===== src/rtl/ctrl_pkg.sv =====
// Shared opcode encodings, ALU operation codes and the control bundle
// carried down the EX/MEM/WB stage registers.
package ctrl_pkg;

   localparam int unsigned REG_W_P = 5;

   // Full 11-bit opcodes (instr[31:21])
   localparam logic [10:0] OP_ADDS = 11'h558;
   localparam logic [10:0] OP_SUBS = 11'h758;
   localparam logic [10:0] OP_ADDI = 11'h488;   // bit 0 is don't-care
   localparam logic [10:0] OP_SUBI = 11'h688;   // bit 0 is don't-care
   localparam logic [10:0] OP_LDUR = 11'h7C2;
   localparam logic [10:0] OP_STUR = 11'h7C0;
   localparam logic [10:0] OP_BR   = 11'h6B0;

   // Prefix opcodes (immediate fields fill the remaining bits)
   localparam logic [5:0]  OP_B     = 6'b000101;
   localparam logic [5:0]  OP_BL    = 6'b100101;
   localparam logic [7:0]  OP_CBZ   = 8'b10110100;
   localparam logic [7:0]  OP_BCOND = 8'b01010100;

   typedef enum logic [2:0] {
      ALU_PASSB = 3'b000,
      ALU_ADD   = 3'b010,
      ALU_SUB   = 3'b011
   } aluop_e;

   typedef struct packed {
      logic                 reg2loc;
      logic                 uncond_br;
      logic                 br;
      logic                 cbz;
      logic                 bcond;
      logic                 alusrc;
      logic                 alusrc1;
      logic                 en_flags;
      aluop_e               alu_op;
      logic                 mem_wri;
      logic                 mem_read;
      logic                 reg_wri;
      logic                 memtoreg;
      logic                 write_rd;
      logic [REG_W_P-1:0]   rd;
   } ctrl_bundle_t;

   // No side effects; rd parked on the zero register.
   localparam ctrl_bundle_t BUBBLE = '{
      reg2loc:   1'b0,
      uncond_br: 1'b0,
      br:        1'b0,
      cbz:       1'b0,
      bcond:     1'b0,
      alusrc:    1'b0,
      alusrc1:   1'b0,
      en_flags:  1'b0,
      alu_op:    ALU_PASSB,
      mem_wri:   1'b0,
      mem_read:  1'b0,
      reg_wri:   1'b0,
      memtoreg:  1'b0,
      write_rd:  1'b0,
      rd:        '1
   };

endpackage


===== src/rtl/ctrl_decode.sv =====
// Combinational LEGv8 opcode decoder: opcode + rd field -> control bundle.
// Unknown opcodes yield a bubble and raise illegal (not qualified by valid).
module ctrl_decode
   import ctrl_pkg::*;
#(
   parameter int unsigned LR_IDX = 30
) (
   input  logic [10:0]        opcode,
   input  logic [REG_W_P-1:0] rd_field,
   output ctrl_bundle_t       ctrl,
   output logic               illegal
);

   // Opcode match; every field not explicitly set stays 0
   always_comb begin
      ctrl    = '0;
      illegal = 1'b0;
      if (opcode == OP_ADDS || opcode == OP_SUBS) begin
         ctrl.reg2loc  = 1'b1;
         ctrl.en_flags = 1'b1;
         ctrl.reg_wri  = 1'b1;
         ctrl.write_rd = 1'b1;
         ctrl.rd       = rd_field;
         ctrl.alu_op   = (opcode == OP_SUBS) ? ALU_SUB : ALU_ADD;
      end else if (opcode[10:1] == OP_ADDI[10:1] || opcode[10:1] == OP_SUBI[10:1]) begin
         ctrl.alusrc   = 1'b1;
         ctrl.alusrc1  = (opcode[10:1] == OP_ADDI[10:1]);
         ctrl.reg_wri  = 1'b1;
         ctrl.write_rd = 1'b1;
         ctrl.rd       = rd_field;
         ctrl.alu_op   = (opcode[10:1] == OP_ADDI[10:1]) ? ALU_ADD : ALU_SUB;
      end else if (opcode == OP_LDUR) begin
         ctrl.memtoreg = 1'b1;
         ctrl.mem_read = 1'b1;
         ctrl.reg_wri  = 1'b1;
         ctrl.write_rd = 1'b1;
         ctrl.rd       = rd_field;
         ctrl.alu_op   = ALU_ADD;
      end else if (opcode == OP_STUR) begin
         ctrl.mem_wri  = 1'b1;
         ctrl.alu_op   = ALU_ADD;
      end else if (opcode[10:5] == OP_B) begin
         ctrl.uncond_br = 1'b1;
      end else if (opcode[10:5] == OP_BL) begin
         ctrl.uncond_br = 1'b1;
         ctrl.reg_wri   = 1'b1;
         ctrl.rd        = REG_W_P'(LR_IDX);
      end else if (opcode[10:3] == OP_CBZ) begin
         ctrl.cbz    = 1'b1;
         ctrl.alu_op = ALU_PASSB;
      end else if (opcode[10:3] == OP_BCOND) begin
         ctrl.bcond = 1'b1;
      end else if (opcode == OP_BR) begin
         ctrl.br = 1'b1;
      end else begin
         ctrl    = BUBBLE;
         illegal = 1'b1;
      end
   end

endmodule


===== src/rtl/ctrl_pipeline_unit.sv =====
// Pipelined LEGv8 control unit: decodes IF/ID, carries the control bundle
// through EX/MEM/WB, detects load-use and flag-use hazards and counts
// stall/flush events with saturating counters.
module ctrl_pipeline_unit
   import ctrl_pkg::*;
#(
   parameter int unsigned REG_W     = 5,
   parameter int unsigned ALUOP_W   = 3,
   parameter int unsigned CNT_W     = 16,
   parameter int unsigned LR_IDX    = 30,
   parameter int unsigned HAZARD_EN = 1
) (
   input  logic               clk,
   input  logic               reset,
   input  logic               id_valid,
   input  logic [31:0]        id_instr,
   input  logic               flush_i,
   output logic               stall_o,
   output logic               illegal,
   output logic               id_reg2loc,
   output logic               id_uncond_br,
   output logic               id_br,
   output logic               id_cbz,
   output logic               id_bcond,
   output logic               ex_alusrc,
   output logic               ex_alusrc1,
   output logic               ex_en_flags,
   output logic [ALUOP_W-1:0] ex_alu_op,
   output logic               mem_wri,
   output logic               mem_read,
   output logic               wb_reg_wri,
   output logic               wb_memtoreg,
   output logic               wb_write_rd,
   output logic [REG_W-1:0]   ex_rd,
   output logic [REG_W-1:0]   mem_rd,
   output logic [REG_W-1:0]   wb_rd,
   output logic [CNT_W-1:0]   stall_count,
   output logic [CNT_W-1:0]   flush_count
);

   localparam logic HAZ_ON = (HAZARD_EN != 0);

   ctrl_bundle_t       dec;
   ctrl_bundle_t       ex_q;
   ctrl_bundle_t       mem_q;
   ctrl_bundle_t       wb_q;
   logic               dec_illegal;
   logic [REG_W_P-1:0] src_rn;
   logic [REG_W_P-1:0] src_rm;
   logic               use_rn;
   logic               use_rm;
   logic               load_use;
   logic               flag_use;
   logic               stall;
   logic               unused_bits;

   ctrl_decode #(
      .LR_IDX (LR_IDX)
   ) u_decode (
      .opcode   (id_instr[31:21]),
      .rd_field (id_instr[4:0]),
      .ctrl     (dec),
      .illegal  (dec_illegal)
   );

   // Immediate/shamt bits and late-stage fields that no output consumes
   assign unused_bits = ^{id_instr[15:10], wb_q};

   // Hazard detection against the instruction currently in EX
   always_comb begin
      src_rn   = id_instr[9:5];
      src_rm   = dec.reg2loc ? id_instr[20:16] : id_instr[4:0];
      use_rn   = ~dec_illegal & ~dec.uncond_br & ~dec.bcond;
      use_rm   = ~dec_illegal & ~dec.alusrc;
      load_use = ex_q.mem_read & (ex_q.rd != '1) &
                 ((use_rn & (ex_q.rd == src_rn)) | (use_rm & (ex_q.rd == src_rm)));
      flag_use = dec.bcond & ex_q.en_flags;
      stall    = HAZ_ON & id_valid & (load_use | flag_use) & ~flush_i;
   end

   // Stage registers: MEM/WB always advance, EX takes a bubble on flush/stall/no-op
   always_ff @(posedge clk) begin
      if (reset) begin
         ex_q  <= BUBBLE;
         mem_q <= BUBBLE;
         wb_q  <= BUBBLE;
      end else begin
         mem_q <= ex_q;
         wb_q  <= mem_q;
         if (flush_i || stall || !id_valid || dec_illegal)
            ex_q <= BUBBLE;
         else
            ex_q <= dec;
      end
   end

   // Saturating stall/flush event counters
   always_ff @(posedge clk) begin
      if (reset) begin
         stall_count <= '0;
         flush_count <= '0;
      end else begin
         if (flush_i && flush_count != '1)
            flush_count <= flush_count + CNT_W'(1);
         if (stall && stall_count != '1)
            stall_count <= stall_count + CNT_W'(1);
      end
   end

   assign stall_o      = stall;
   assign illegal      = id_valid & dec_illegal;
   assign id_reg2loc   = dec.reg2loc;
   assign id_uncond_br = dec.uncond_br;
   assign id_br        = dec.br;
   assign id_cbz       = dec.cbz;
   assign id_bcond     = dec.bcond;
   assign ex_alusrc    = ex_q.alusrc;
   assign ex_alusrc1   = ex_q.alusrc1;
   assign ex_en_flags  = ex_q.en_flags;
   assign ex_alu_op    = ALUOP_W'(ex_q.alu_op);
   assign ex_rd        = REG_W'(ex_q.rd);
   assign mem_wri      = mem_q.mem_wri;
   assign mem_read     = mem_q.mem_read;
   assign mem_rd       = REG_W'(mem_q.rd);
   assign wb_reg_wri   = wb_q.reg_wri;
   assign wb_memtoreg  = wb_q.memtoreg;
   assign wb_write_rd  = wb_q.write_rd;
   assign wb_rd        = REG_W'(wb_q.rd);

endmodule


===== config.mk =====
export PLATFORM = sky130hd
export DESIGN_NAME = ctrl_pipeline_unit
export DESIGN_NICKNAME = d
export VERILOG_FILES = /design/src/rtl/ctrl_pkg.sv /design/src/rtl/ctrl_decode.sv /design/src/rtl/ctrl_pipeline_unit.sv
export SDC_FILE = /design/constraint.sdc
export NUM_CORES = 1
export LEC_CHECK = 0
export ABC_CLOCK_PERIOD_IN_PS = 3200
export CAP_MARGIN = 0
export CORE_ASPECT_RATIO = 0.9
export CORE_MARGIN = 3
export CORE_UTILIZATION = 46
export DETAILED_ROUTE_END_ITERATION = 8
export PLACE_DENSITY = 0.82
export SLEW_MARGIN = 20
export SYNTH_ARGS = -nofsm -noshare
export SYNTH_HDL_FRONTEND = slang
export SYNTH_SLANG_ARGS = --single-unit

===== constraint.sdc =====
create_clock -name clk -period 3.2 [get_ports clk]
set_input_delay 0.64 -clock clk [delete_from_list [all_inputs] [get_ports clk]]
set_output_delay 0.64 -clock clk [all_outputs]
set_load 0.005 [all_outputs]

==> qor_table.md <==
| Group | Parameter | This run |
|:---|:---|:---|
| outcome | Outcome | finished, violations left |
| outcome | Violations in the final reports | negative setup slack |
| critical path | Family of cells with the greatest summed delay on the critical path | simple AND/OR/NAND/NOR gates |
| placement | Global placement routability congestion | 0.906 |
| pwr | Clock Power Share | 43.0% |
| placement | Number of placed cells counting well taps | 564 |
| timing | Final setup violating endpoints | 1 |
| clock tree | Number of clock buffers inserted by TritonCTS | 9 |
| placement | Post-detailed-placement half-perimeter wirelength | 6.05 mm |
| clock tree | Max H-tree Level | 3 |
| timing | Fin. max-slew vios | 0 |
| critical path | Critical-path maximum fanout | 5 |
| critical path | Sort of element at the start of the critical path | input pin |
| floorplanning | Top-level port count | 101 |
| yosys | Area share of the largest cell type after synthesis | 40.5% |
| clock tree | TritonCTS clock tree | built |
| pwr | Cell-internal power | 1.23 mW |
| layout | Share of cells above drive strength 1 | 24.1% |
| clock tree | Buffers from clock root to sink, at most | 2 |
| global routing | Pin count of the biggest net entering global routing | 58 |
| pwr | Power density over the cells | 343 nW/um^2 |
| timing | Unrepaired setup endpoints after global routing | true |
| run | Max-cap check violation count | 0 |
| hold path | Class of the worst hold path | register to register |
| clock tree | Clock insertion delay at the later pin of the skew report | 0.33 ns |
| yosys | Synthesized flop and latch total | 63 |
| yosys | Synth Cell Area | 3120 um^2 |
| yosys | Instance count of the mapped netlist | 359 |
| critical path | Worst Setup End Kind | output pin |
| pwr | Post-layout power | 1.63 mW |
| yosys | Number of synthesized flops with an enable pin | 0 |
| placement | Port-buffer cells | 93 |
| critical path | CP max-delay cell | sky130_fd_sc_hd__or3b_1 |
| floorplanning | Die Span Y | 84.1 um |
| global routing | Total GRT Usage | 21.5% |
| timing | Count of endpoints failing hold in the final timing report | 0 |
| timing | Share of the cycle needed by the critical path after routing | 102% |
| timing | Setup clock skew after layout | 0.00617 ns |
| critical path | Buffers plus inverters on the worst setup path | 3 |
| layout | Non-filler cells in the finished layout | 589 |
| yosys | Async set or reset register ratio after synthesis | 0% |
| drt | Routed wirelength normalized by instance count | 13.9 um |
| clock tree | Clock slew seen by the registers of the worst setup and hold paths | 0.07 ns |
| yosys | Count of cell types in the netlist | 54 |
| floorplanning | Horizontal extent of the die | 92.8 um |
| drt | Via count | 2983 |
| critical path | Maximum single-stage delay on the critical path | 0.39 ns |
| timing | Post-layout min period | 3.25 ns |
| drt | Count of nets left with antenna violations after detail routing | 0 |
| yosys | Post-synth top flop | sky130_fd_sc_hd__dfxtp_1 |
| drt | 1st-pass router iterations | 4 |
| critical path | Data required, critical path | 2.56 ns |
| clock tree | Clock net sink count | 63 |
| pwr | IR drop worst, VDD | 263 uV |
| timing | Fin worst setup slack | -0.0502 ns |
| floorplanning | Die outline area | 7800 um^2 |
| yosys | Sequential share of the synthesized area | 40.5% |
| drt | DRC Markers | 0 |
| global routing | Initial antenna violation count | 0 |
| timing | Slew at the pin closest to its max-slew limit | 0.967 ns |
| layout | Total number of nets in the final design | 535 |
| pwr | Fraction of power consumed by sequential logic | 48.5% |
| layout | Total of fill cells in the finished design | 486 |
| pwr | Net switching fraction of the power | 24.4% |
| drt | Count of routing violations after the opening detailed-route iteration | 92 |
| yosys | Largest cells by area after synthesis | sky130_fd_sc_hd__dfxtp_1 40%, sky130_fd_sc_hd__nor2b_1 4.4%, sky130_fd_sc_hd__nor2_1 4.3% |
| global routing | Number of global-route vias before repair | 2924 |
| yosys | Most area-hungry cell type in the Yosys netlist | sky130_fd_sc_hd__dfxtp_1 |
| layout | Area growth from synthesis to layout | 52.4% |
| critical path | Cell occurring most often along the worst timing path | sky130_fd_sc_hd__buf_2 |
| layout | Antenna diode instance count | 0 |
| global routing | Grt ovf | 0 |
| pwr | Psw | 0.398 mW |
| yosys | Yosys warning count | 0 |
| timing | Max Freq | 308 MHz |
| layout | Share of the core filled with cells in the final layout | 74.8% |
| pwr | Share of power burned in combinational logic | 8.5% |
| drt | Via count normalized by instance count | 5.06 |
| critical path | Startpoint-to-endpoint class of the critical path | input pin to output pin |
| timing | Slew Limit Headroom | 35.6% |
| floorplanning | Row cnt | 27 |
| floorplanning | Effective utilization at floorplan | 49.1% |
| clock tree | Cell at the root of the clock tree | sky130_fd_sc_hd__clkbuf_8 |
| clock tree | Hold buffer count at cts | 0 |
| pwr | Leak Pwr | 1.87 nW |
| critical path | Endpoint arrival time on the critical path | 2.61 ns |
| critical path | Crit-path cells | buf_2 > or3b_1 > nand3b_1 > buf_6 > mux2i_2 > nor4_2 > a31oi_2 > o32ai_4 > buf_2 |
| drt | Post-Route WL | 8.21 mm |
| global routing | Global-route wire length before repair | 13.6 mm |
| yosys | Synth Area per Inst | 8.68 um^2 |
| floorplanning | Placeable core area | 6350 um^2 |
| yosys | Net count of the mapped netlist | 397 |
==> Yosys cell counts (2+ instances only) <==
master	number
sky130_fd_sc_hd__xnor2_1	11
sky130_fd_sc_hd__xor2_1	9
sky130_fd_sc_hd__buf_4	14
sky130_fd_sc_hd__a21oi_1	13
sky130_fd_sc_hd__or3_1	9
sky130_fd_sc_hd__nor4_1	7
sky130_fd_sc_hd__nand3_1	13
sky130_fd_sc_hd__nand2_1	30
sky130_fd_sc_hd__and3_1	4
sky130_fd_sc_hd__nor2_1	36
sky130_fd_sc_hd__inv_1	12
sky130_fd_sc_hd__o31ai_1	2
sky130_fd_sc_hd__ha_1	2
sky130_fd_sc_hd__o21ai_0	10
sky130_fd_sc_hd__nand2b_1	7
sky130_fd_sc_hd__nor3b_1	2
sky130_fd_sc_hd__or2_2	12
sky130_fd_sc_hd__dfxtp_1	63
sky130_fd_sc_hd__mux2i_1	8
sky130_fd_sc_hd__a2111oi_0	2
sky130_fd_sc_hd__mux2_1	4
sky130_fd_sc_hd__a31oi_1	2
sky130_fd_sc_hd__nor4bb_1	2
sky130_fd_sc_hd__buf_2	3
sky130_fd_sc_hd__nand4_1	6
sky130_fd_sc_hd__nor2b_1	22
sky130_fd_sc_hd__or4_1	4
sky130_fd_sc_hd__nor3_1	12
sky130_fd_sc_hd__clkbuf_1	8
sky130_fd_sc_hd__a21o_1	6
==> cell type report <==
cell class	instances	area [um^2]	area share, %
clock buffers	9	124	2.61
clock inverters	7	80.1	1.69
inverters	12	45.0	0.948
multi-input cells	258	1770	37.3
flip-flops and latches	63	1260	26.5
well taps	87	109	2.29
repair buffers	153	1360	28.7
==> path summary, 6_finish.rpt <==
| path | start | cells past startpoint | slack (ns) | to |
|---|---|---|---|---|
| max | id_instr[23] | 9 | -0.05 | stall_o |
| max reg2reg | ex_rd[3] | 10 | 0.55 | stall_count[11] |
| min reg2reg | mem_q[7] | 1 | 0.44 | wb_reg_wri |
| min | mem_q[7] | 1 | 0.44 | wb_reg_wri |
==> layer usage <==
layer / vias up / GRT usage, % / wire (um)
met5: - / 0 / 0
met4: 0 / 9.05 / 134
met3: 11 / 4.51 / 384
met2: 80 / 36.2 / 4060
met1: 1384 / 26.5 / 3630
li1: 1508 / - / -
==> kinds of logic (layout without fill, tap and decap cells) <==
| family | Yosys count | count (layout) | synth area share [%] |
|---|---|---|---|
| other | 1 | 1 | 0.120 |
| flip-flops | 63 | 63 | 40.5 |
| adder cells (fa/ha/maj) | 2 | 2 | 0.803 |
| AO/OA/AOI/OAI | 43 | 43 | 9.15 |
| AND/OR/NAND/NOR | 179 | 179 | 32.8 |
| XOR/XNOR | 20 | 20 | 5.62 |
| multiplexers | 13 | 13 | 4.38 |
| buffers and inverters | 38 | 181 | 6.62 |
==> through the flow <==
step           setup WS (ns)  setup TNS, ns  hold WS (ns)  instance area (um^2)
3_3_place_gp          -0.821          -7.21         0.419                  4370
3_5_place_dp          -0.992         -10.82         0.420                  4370
4_1_cts              -0.0193        -0.0193         0.436                  4720
2_1_floorplan          0.241              0         0.414                  3120
5_1_grt               -0.146         -0.146         0.452                  4750
6_report             -0.0502        -0.0502         0.437                  4750
==> what timing repair did <==
action,in CTS,in global routing
gates resized for setup,47,5
hold endpoints to repair,0,0
endpoints found under the setup margin,17,11
setup buffers,8,1
pin swaps,11,3
==> power groups by stage <==
stage / combinational [mW] / clock, mW / sequential (mW)
2_1_floorplan: 0.0480 / 0 / 0.808
3_3_place_gp: 0.128 / 0 / 0.808
3_5_place_dp: 0.130 / 0 / 0.808
4_1_cts: 0.135 / 0.720 / 0.790
5_1_grt: 0.150 / 0.750 / 0.790
6_report: 0.138 / 0.701 / 0.790
==> flip-flops by register name, indices dropped and copies added, names as in the netlist <==
register,cells
wb_reg_wri,1
mem_wri,1
stall_count,16
ex_alu_op,2
ex_en_flags,1
ex_q,4
wb_memtoreg,1
ex_rd,5
ex_alusrc1,1
wb_write_rd,1
mem_q,3
wb_rd,5
mem_rd,5
ex_alusrc,1
flush_count,16
==> layout by cell type, fill, tap and decap left out, types with 3 or more instances in the layout <==
cell,Yosys,final
sky130_fd_sc_hd__or3_1,9,9
sky130_fd_sc_hd__xor2_1,9,9
sky130_fd_sc_hd__nand3_1,13,13
sky130_fd_sc_hd__xnor2_1,11,11
sky130_fd_sc_hd__nor4_2,1,3
sky130_fd_sc_hd__buf_2,3,5
sky130_fd_sc_hd__mux2_1,4,4
sky130_fd_sc_hd__nor2b_1,22,20
sky130_fd_sc_hd__nand2b_1,7,7
sky130_fd_sc_hd__nand2_1,30,30
sky130_fd_sc_hd__inv_1,12,12
sky130_fd_sc_hd__o21ai_0,10,10
sky130_fd_sc_hd__a21o_1,6,6
sky130_fd_sc_hd__and3_1,4,4
sky130_fd_sc_hd__nor4_1,7,4
sky130_fd_sc_hd__buf_6,1,4
sky130_fd_sc_hd__or2_2,12,12
sky130_fd_sc_hd__nor3_1,12,11
sky130_fd_sc_hd__nor2_1,36,36
sky130_fd_sc_hd__nand4_1,6,6
sky130_fd_sc_hd__dlygate4sd2_1,0,10
sky130_fd_sc_hd__clkdlybuf4s50_1,0,77
sky130_fd_sc_hd__or4_1,4,3
sky130_fd_sc_hd__buf_4,14,56
sky130_fd_sc_hd__a21oi_1,13,11
sky130_fd_sc_hd__dfxtp_1,63,63
sky130_fd_sc_hd__clkbuf_8,0,9
sky130_fd_sc_hd__mux2i_1,8,7
No activity file was read; power rests on OpenSTA's default activity.
